$ cat src/rtl/reg_scoreboard_if.sv
// Issue/writeback-side bundle of the register hazard scoreboard.
// The master drives marks, releases, flush and source checks. The slave returns readiness, hazards and status.
interface reg_scoreboard_if #(
  parameter int NUM_REGS = 8,
  parameter int NUM_MARK = 2,
  parameter int NUM_REL  = 2,
  parameter int NUM_RD   = 2
);
  localparam int SEL_W = $clog2(NUM_REGS);

  // Handshake: a mark port j is taken on a rising edge when MARK_VALID[j] && MARK_READY[j].
  // MARK_READY is combinational from the registered counters, so the issuer holds a refused
  // mark until it sees ready. Releases, flush and read checks are fire-and-forget with no ready.
  logic [NUM_MARK-1:0]       MARK_VALID;
  logic [NUM_MARK*SEL_W-1:0] MARK_SEL;
  logic [NUM_MARK-1:0]       MARK_READY;
  logic [NUM_REL-1:0]        REL_VALID;
  logic [NUM_REL*SEL_W-1:0]  REL_SEL;
  logic                      FLUSH;
  logic [NUM_RD*SEL_W-1:0]   RD_SEL;
  logic [NUM_RD-1:0]         RD_VALID;
  logic [NUM_RD-1:0]         RD_HAZARD;
  logic                      ANY_HAZARD;
  logic [NUM_REGS-1:0]       BUSY;
  logic                      REL_ERR;

  modport master (
    output MARK_VALID, MARK_SEL, REL_VALID, REL_SEL, FLUSH, RD_SEL, RD_VALID,
    input  MARK_READY, RD_HAZARD, ANY_HAZARD, BUSY, REL_ERR
  );

  modport slave (
    input  MARK_VALID, MARK_SEL, REL_VALID, REL_SEL, FLUSH, RD_SEL, RD_VALID,
    output MARK_READY, RD_HAZARD, ANY_HAZARD, BUSY, REL_ERR
  );
endinterface

$ cat src/rtl/reg_scoreboard.sv
// Register hazard scoreboard with per-register outstanding-write counters.
// Decode marks destinations and checks sources. Writeback releases entries. Flush clears everything.
module reg_scoreboard #(
  parameter int NUM_REGS = 8,
  parameter int NUM_MARK = 2,
  parameter int NUM_REL  = 2,
  parameter int NUM_RD   = 2,
  parameter int CNT_W    = 2
) (
  input logic        CLK,
  input logic        RESET,
  reg_scoreboard_if.slave bus
);
  localparam int SEL_W = $clog2(NUM_REGS);
  // Wide enough to hold cnt plus every port's contribution without wrapping.
  localparam int ACC_W = CNT_W + $clog2(NUM_MARK + NUM_REL + 1) + 1;
  localparam logic [ACC_W-1:0] CNT_MAX_W = ACC_W'((1 << CNT_W) - 1);

  typedef logic [CNT_W-1:0] cnt_t;
  typedef logic [ACC_W-1:0] acc_t;

  cnt_t cnt     [NUM_REGS];
  cnt_t cnt_nxt [NUM_REGS];
  acc_t add_cnt [NUM_REGS];
  acc_t sub_cnt [NUM_REGS];
  acc_t nxt_wide[NUM_REGS];
  logic rel_err_q;

  logic [SEL_W-1:0] mark_sel[NUM_MARK];
  logic [SEL_W-1:0] rel_sel [NUM_REL];
  logic [SEL_W-1:0] rd_sel  [NUM_RD];

  logic [NUM_MARK-1:0] mark_ready;
  logic [NUM_MARK-1:0] mark_acc;
  logic [NUM_REL-1:0]  rel_legal;
  logic [NUM_REL-1:0]  rel_ill;
  logic [NUM_RD-1:0]   rd_hazard;
  logic [NUM_REGS-1:0] busy;

  always_comb begin : unpack_sel
    for (int j = 0; j < NUM_MARK; j++) mark_sel[j] = bus.MARK_SEL[j*SEL_W +: SEL_W];
    for (int i = 0; i < NUM_REL; i++)  rel_sel[i]  = bus.REL_SEL[i*SEL_W +: SEL_W];
    for (int i = 0; i < NUM_RD; i++)   rd_sel[i]   = bus.RD_SEL[i*SEL_W +: SEL_W];
  end

  // Lower-index ports get first claim on the remaining headroom of a counter.
  always_comb begin : mark_arb
    acc_t k;
    mark_ready = '0;
    mark_acc   = '0;
    k          = '0;
    for (int j = 0; j < NUM_MARK; j++) begin
      k = '0;
      for (int p = 0; p < j; p++) begin
        if (mark_acc[p] && (mark_sel[p] == mark_sel[j])) k = k + ACC_W'(1);
      end
      mark_ready[j] = (ACC_W'(cnt[mark_sel[j]]) + k) < CNT_MAX_W;
      mark_acc[j]   = bus.MARK_VALID[j] && mark_ready[j];
    end
  end

  // Releases only consume what is already outstanding; same-cycle marks do not count.
  always_comb begin : rel_check
    acc_t d;
    rel_legal = '0;
    rel_ill   = '0;
    d         = '0;
    for (int i = 0; i < NUM_REL; i++) begin
      d = '0;
      for (int p = 0; p < i; p++) begin
        if (rel_legal[p] && (rel_sel[p] == rel_sel[i])) d = d + ACC_W'(1);
      end
      if (bus.REL_VALID[i]) begin
        if (ACC_W'(cnt[rel_sel[i]]) > d) rel_legal[i] = 1'b1;
        else                             rel_ill[i]   = 1'b1;
      end
    end
  end

  always_comb begin : per_reg_next
    for (int r = 0; r < NUM_REGS; r++) begin
      add_cnt[r] = '0;
      sub_cnt[r] = '0;
      for (int j = 0; j < NUM_MARK; j++) begin
        if (mark_acc[j] && (mark_sel[j] == SEL_W'(r))) add_cnt[r] = add_cnt[r] + ACC_W'(1);
      end
      for (int i = 0; i < NUM_REL; i++) begin
        if (rel_legal[i] && (rel_sel[i] == SEL_W'(r))) sub_cnt[r] = sub_cnt[r] + ACC_W'(1);
      end
      nxt_wide[r] = ACC_W'(cnt[r]) + add_cnt[r] - sub_cnt[r];
      cnt_nxt[r]  = nxt_wide[r][CNT_W-1:0];
    end
  end

  // Flush behaves like reset on the tracking state; reset wins over everything.
  always_ff @(posedge CLK) begin
    if (RESET || bus.FLUSH) begin
      for (int r = 0; r < NUM_REGS; r++) cnt[r] <= '0;
      rel_err_q <= 1'b0;
    end else begin
      for (int r = 0; r < NUM_REGS; r++) cnt[r] <= cnt_nxt[r];
      rel_err_q <= |rel_ill;
    end
  end

  always_comb begin : status
    for (int r = 0; r < NUM_REGS; r++) busy[r] = (cnt[r] != '0);
    for (int i = 0; i < NUM_RD; i++)   rd_hazard[i] = bus.RD_VALID[i] && (cnt[rd_sel[i]] != '0);
  end

  assign bus.MARK_READY = mark_ready;
  assign bus.RD_HAZARD  = rd_hazard;
  assign bus.ANY_HAZARD = |rd_hazard;
  assign bus.BUSY       = busy;
  assign bus.REL_ERR    = rel_err_q;

  // Counters must stay within 0..CNT_MAX on every committed update.
  always_ff @(posedge CLK) begin
    if (!RESET && !bus.FLUSH) begin
      for (int r = 0; r < NUM_REGS; r++) begin
        assert ((ACC_W'(cnt[r]) + add_cnt[r]) >= sub_cnt[r]);
        assert (nxt_wide[r] <= CNT_MAX_W);
      end
    end
  end
endmodule

$ cat src/flat_wrapper.sv
// flat-port wrapper written by rule: the top's interface ports become plain ports
module reg_scoreboard_flat 
#(
  parameter int NUM_REGS = 8,
  parameter int NUM_MARK = 2,
  parameter int NUM_REL  = 2,
  parameter int NUM_RD   = 2,
  parameter int CNT_W    = 2
)
  (CLK, RESET, bus_MARK_VALID, bus_MARK_SEL, bus_REL_VALID, bus_REL_SEL, bus_FLUSH, bus_RD_SEL, bus_RD_VALID, bus_MARK_READY, bus_RD_HAZARD, bus_ANY_HAZARD, bus_BUSY, bus_REL_ERR);
  reg_scoreboard_if #(.NUM_REGS(NUM_REGS), .NUM_MARK(NUM_MARK), .NUM_REL(NUM_REL), .NUM_RD(NUM_RD)) bus_i ();
  input logic CLK;
  input logic RESET;
  input wire logic [$bits(bus_i.MARK_VALID)-1:0] bus_MARK_VALID;
  input wire logic [$bits(bus_i.MARK_SEL)-1:0] bus_MARK_SEL;
  input wire logic [$bits(bus_i.REL_VALID)-1:0] bus_REL_VALID;
  input wire logic [$bits(bus_i.REL_SEL)-1:0] bus_REL_SEL;
  input wire logic [$bits(bus_i.FLUSH)-1:0] bus_FLUSH;
  input wire logic [$bits(bus_i.RD_SEL)-1:0] bus_RD_SEL;
  input wire logic [$bits(bus_i.RD_VALID)-1:0] bus_RD_VALID;
  output wire logic [$bits(bus_i.MARK_READY)-1:0] bus_MARK_READY;
  output wire logic [$bits(bus_i.RD_HAZARD)-1:0] bus_RD_HAZARD;
  output wire logic [$bits(bus_i.ANY_HAZARD)-1:0] bus_ANY_HAZARD;
  output wire logic [$bits(bus_i.BUSY)-1:0] bus_BUSY;
  output wire logic [$bits(bus_i.REL_ERR)-1:0] bus_REL_ERR;
  assign bus_i.MARK_VALID = bus_MARK_VALID;
  assign bus_i.MARK_SEL = bus_MARK_SEL;
  assign bus_i.REL_VALID = bus_REL_VALID;
  assign bus_i.REL_SEL = bus_REL_SEL;
  assign bus_i.FLUSH = bus_FLUSH;
  assign bus_i.RD_SEL = bus_RD_SEL;
  assign bus_i.RD_VALID = bus_RD_VALID;
  assign bus_MARK_READY = bus_i.MARK_READY;
  assign bus_RD_HAZARD = bus_i.RD_HAZARD;
  assign bus_ANY_HAZARD = bus_i.ANY_HAZARD;
  assign bus_BUSY = bus_i.BUSY;
  assign bus_REL_ERR = bus_i.REL_ERR;
  reg_scoreboard #(.NUM_REGS(NUM_REGS), .NUM_MARK(NUM_MARK), .NUM_REL(NUM_REL), .NUM_RD(NUM_RD), .CNT_W(CNT_W)) u_core (.CLK(CLK), .RESET(RESET), .bus(bus_i));
endmodule
$ cat config.mk
export PLATFORM = sky130hd
export DESIGN_NAME = reg_scoreboard_flat
export DESIGN_NICKNAME = d
export VERILOG_FILES = /design/src/rtl/reg_scoreboard_if.sv /design/src/rtl/reg_scoreboard.sv /design/src/flat_wrapper.sv
export SDC_FILE = /design/constraint.sdc
export NUM_CORES = 1
export LEC_CHECK = 0
export BUFFER_PORTS_ARGS = -buffer_cell sky130_fd_sc_hd__buf_2
export CAP_MARGIN = 20
export CORE_UTILIZATION = 61
export DETAILED_ROUTE_END_ITERATION = 10
export PLACE_DENSITY = 0.86
export SLEW_MARGIN = 10
export SYNTH_ARGS = -nofsm -noshare
export SYNTH_HDL_FRONTEND = slang
export SYNTH_SLANG_ARGS = --single-unit
$ cat constraint.sdc
create_clock -name CLK -period 12.7 [get_ports CLK]
set_input_delay 3.175 -clock CLK [delete_from_list [all_inputs] [get_ports CLK]]
set_output_delay 3.175 -clock CLK [all_outputs]
set_load 0.05 [all_outputs]
==> summary.txt <==
Global route
  • Largest net degree at the start of global routing: 16
  • GRT Residual Overflow: 0
  • First-pass GRT wire length: 8.83 mm
  • Initial antenna violation count: 0
  • GRT Util Overall: 29.7%
  • Vias in the first global route: 1869

CTS
  • Deepest clock path buffer count: 2
  • CTS tree: done
  • # hold bufs at CTS: 0
  • TritonCTS buffer count: 3
  • Post-CTS Setup Bufs: 0
  • Worst skew pair latency: 0.32 ns
  • Clock-pin slew on the worst setup and hold paths: 0.11 ns
  • H-tree Lvls: 1
  • Resized Gates After CTS: 0
  • Root Buffer Master: clkbuf_4
  • Sink Count: 17

Detailed routing
  • Iteration-0 DRC count of the detailed router: 130
  • Post-route ant nets: 0
  • WL final: 5.35 mm
  • Vias/cell: 5.73
  • Detailed-route DRC error count: 0
  • DR WL/cell: 15.6 µm
  • Routed via count: 1958
  • First drt pass iteration count: 4

Logic synthesis
  • Top cells by area in the synthesized netlist: ha_1, dfxtp_1, xnor2_1
  • Synth area leader: ha_1
  • Yosys reg bits: 17
  • Sequential area share after synthesis: 15.3%
  • Syn. warnings: 0
  • Mapped cell area: 2230 µm²
  • FFs w/ async S/R, synth: 0%
  • Synth top cells by count: nor2_1, ha_1, xnor2_1
  • Mapped Nets: 323
  • Top cell type's share of synthesized area: 19.7%
  • Yosys cell types: 41
  • Synth Flop Type: dfxtp_1
  • Most frequent cell after synthesis: nor2_1
  • Synthesized instance count: 261
  • Number of flops mapped to enable cells by yosys: 0
  • Mean Syn Cell Area: 8.53 µm²

Job
  • Max Cap Violations: 0

Floorplan
  • Die X: 62.4 µm
  • Core box area: 3420 µm²
  • # IOs: 41
  • # rows: 21
  • Initial core utilization: 65.2%
  • Die area: 3900 µm²
  • Die height: 62.4 µm

Critical path
  • Buffers & Inverters on Critical Path: 2
  • Worst setup SP type: primary input
  • Worst path required time: 9.52 ns
  • Data arrival, critical path: 5.29 ns
  • Highest net fanout along the worst path: 8
  • Critical path endpoint category: output port
  • Worst R2R Path Depth: 18
  • Critical path's slowest cell: mux4_2
  • R2R Setup Slk: 8.73 ns
  • Delay-heaviest family, CP: multiplexers
  • CP Depth: 8
  • Critical path startpoint: bus_MARK_SEL[1]
  • Worst r2r src: u_core.cnt[1][1]$_SDFF_PP0_
  • Worst-path cell chain: buf_2, mux4_2, mux2_4, and4_1, ha_1, ha_1, a21oi_1, buf_2
  • WS Path Type: primary input to output port
  • Critical Path End: bus_MARK_READY[1]
  • Max incr delay on CP: 0.53 ns
  • Reg2Reg Capture Point: u_core.cnt[7][1]$_SDFF_PP0_

Final layout
  • Final Cell Area: 2470 µm²
  • Final cell count without fillers: 342
  • Sequential standard cell area: 340 µm²
  • Final #Nets: 359
  • Finished Core Util: 72.5%
  • Area Growth Syn to Fin: 11.1%
  • Share of cells above drive strength 1: 20.6%
  • # fillers: 283
  • Multi-input gate area: 1750 µm²
  • Ant diodes: 0

Placed design
  • IO buf count: 40
  • Placed instance area: 2450 µm²
  • DP HPWL: 4.40 mm
  • Placed insts: 338
  • GPL Wtd Cong: 0.966

Power and ir drop
  • VDD IR-drop max: 44.7 µV
  • Pleak: 1.29 nW
  • Cell Pwr Density: 58.8 nW/µm²

Hold path
  • Worst hold path class: register to register

STA
  • Post-Route Skew: 0.00221 ns
  • Worst slew pin tran: 0.725 ns
  • Minimum hold slack: 0.617 ns
  • RSZ-0062 raised after global routing: no
  • Tmin final: 8.47 ns
  • Slew margin rel.: 51.5%
  • Final Slew Violations: 0
  • Final hold vios: 0
  • Fmax achieved: 118 MHz
  • Total Negative Setup Slacks: 0 ns
  • # setup viols final: 0
  • Fin crit share: 66.7%

Status
  • Outcome: finished clean
==> cells by family after synthesis <==
| family | synth area share (%) |
|---|---|
| AO/OA/AOI/OAI | 6.40 |
| XOR/XNOR | 14.9 |
| adder cells (fa/ha/maj) | 19.7 |
| buffers and inverters | 6.18 |
| flip-flops | 15.3 |
| multiplexers | 15.8 |
| AND/OR/NAND/NOR | 21.7 |
==> tightest hold or removal path, cell delays in order, from the launching register on <==
cell and delay [ns]:
dfxtp_1 0.37, xnor2_1 0.18, nor2_1 0.04
==> report_power, final <==
part / internal, mW / total [mW] / switching [mW]
Combinational: 0.0217 / 0.0546 / 0.0329
Clock: 0.0123 / 0.0329 / 0.0206
Sequential: 0.0552 / 0.0581 / 0.00286
==> registers in the layout (all words and copies together), names as in the netlist <==
signal,count
u_core.cnt,16
u_core.bus.REL_ERR,1
==> metal layers <==
layer | part of all wire [%] | GRT usage, % | routed length, µm | up-vias
li1 | - | - | - | 969
met3 | 5.8 | 3.83 | 310 | 20
met2 | 47 | 50.4 | 2530 | 79
met5 | 0 | 0 | 0 | -
met4 | 2.7 | 13.4 | 144 | 0
met1 | 44 | 37.5 | 2360 | 890
==> metrics by stage <==
stage | setup slack [ns] | power (mW)
2_1_floorplan | 3.81 | 0.0984
3_3_place_gp | 4.26 | 0.112
3_5_place_dp | 4.23 | 0.113
4_1_cts | 4.23 | 0.146
5_1_grt | 4.12 | 0.154
6_report | 4.23 | 0.146
==> worst min path at each step <==
stage                           startpoint                          end  cells after the start
2_1_floorplan  u_core.cnt[2][1]$_SDFF_PP0_  u_core.cnt[2][1]$_SDFF_PP0_                      2
3_3_place_gp   u_core.cnt[3][1]$_SDFF_PP0_  u_core.cnt[3][1]$_SDFF_PP0_                      2
3_5_place_dp   u_core.cnt[3][1]$_SDFF_PP0_  u_core.cnt[3][1]$_SDFF_PP0_                      2
4_1_cts        u_core.cnt[6][1]$_SDFF_PP0_  u_core.cnt[6][1]$_SDFF_PP0_                      2
5_1_grt        u_core.cnt[5][1]$_SDFF_PP0_  u_core.cnt[5][1]$_SDFF_PP0_                      2
6_report       u_core.cnt[3][1]$_SDFF_PP0_  u_core.cnt[3][1]$_SDFF_PP0_                      2
==> final cells by class <==
| class | instances | share of cell area, % |
|---|---|---|
| multi-input cells | 208 | 70.7 |
| repair buffers | 40 | 8.09 |
| clock buffers | 4 | 1.06 |
| flip-flops and latches | 17 | 13.8 |
| well taps | 46 | 2.33 |
| inverters | 27 | 4.10 |
==> cells in the final DEF, fill, tap and decap left out, types with 7 or more instances in the layout <==
cell type and count:
xnor2_1 28, mux4_2 10, nor2_1 40, xor2_1 10, dfxtp_1 17, nand2b_1 7, inv_1 27, nor3_1 8
nand2_1 17, buf_2 40, and2_1 9, ha_1 35
No activity file was read; power rests on OpenSTA's default activity.
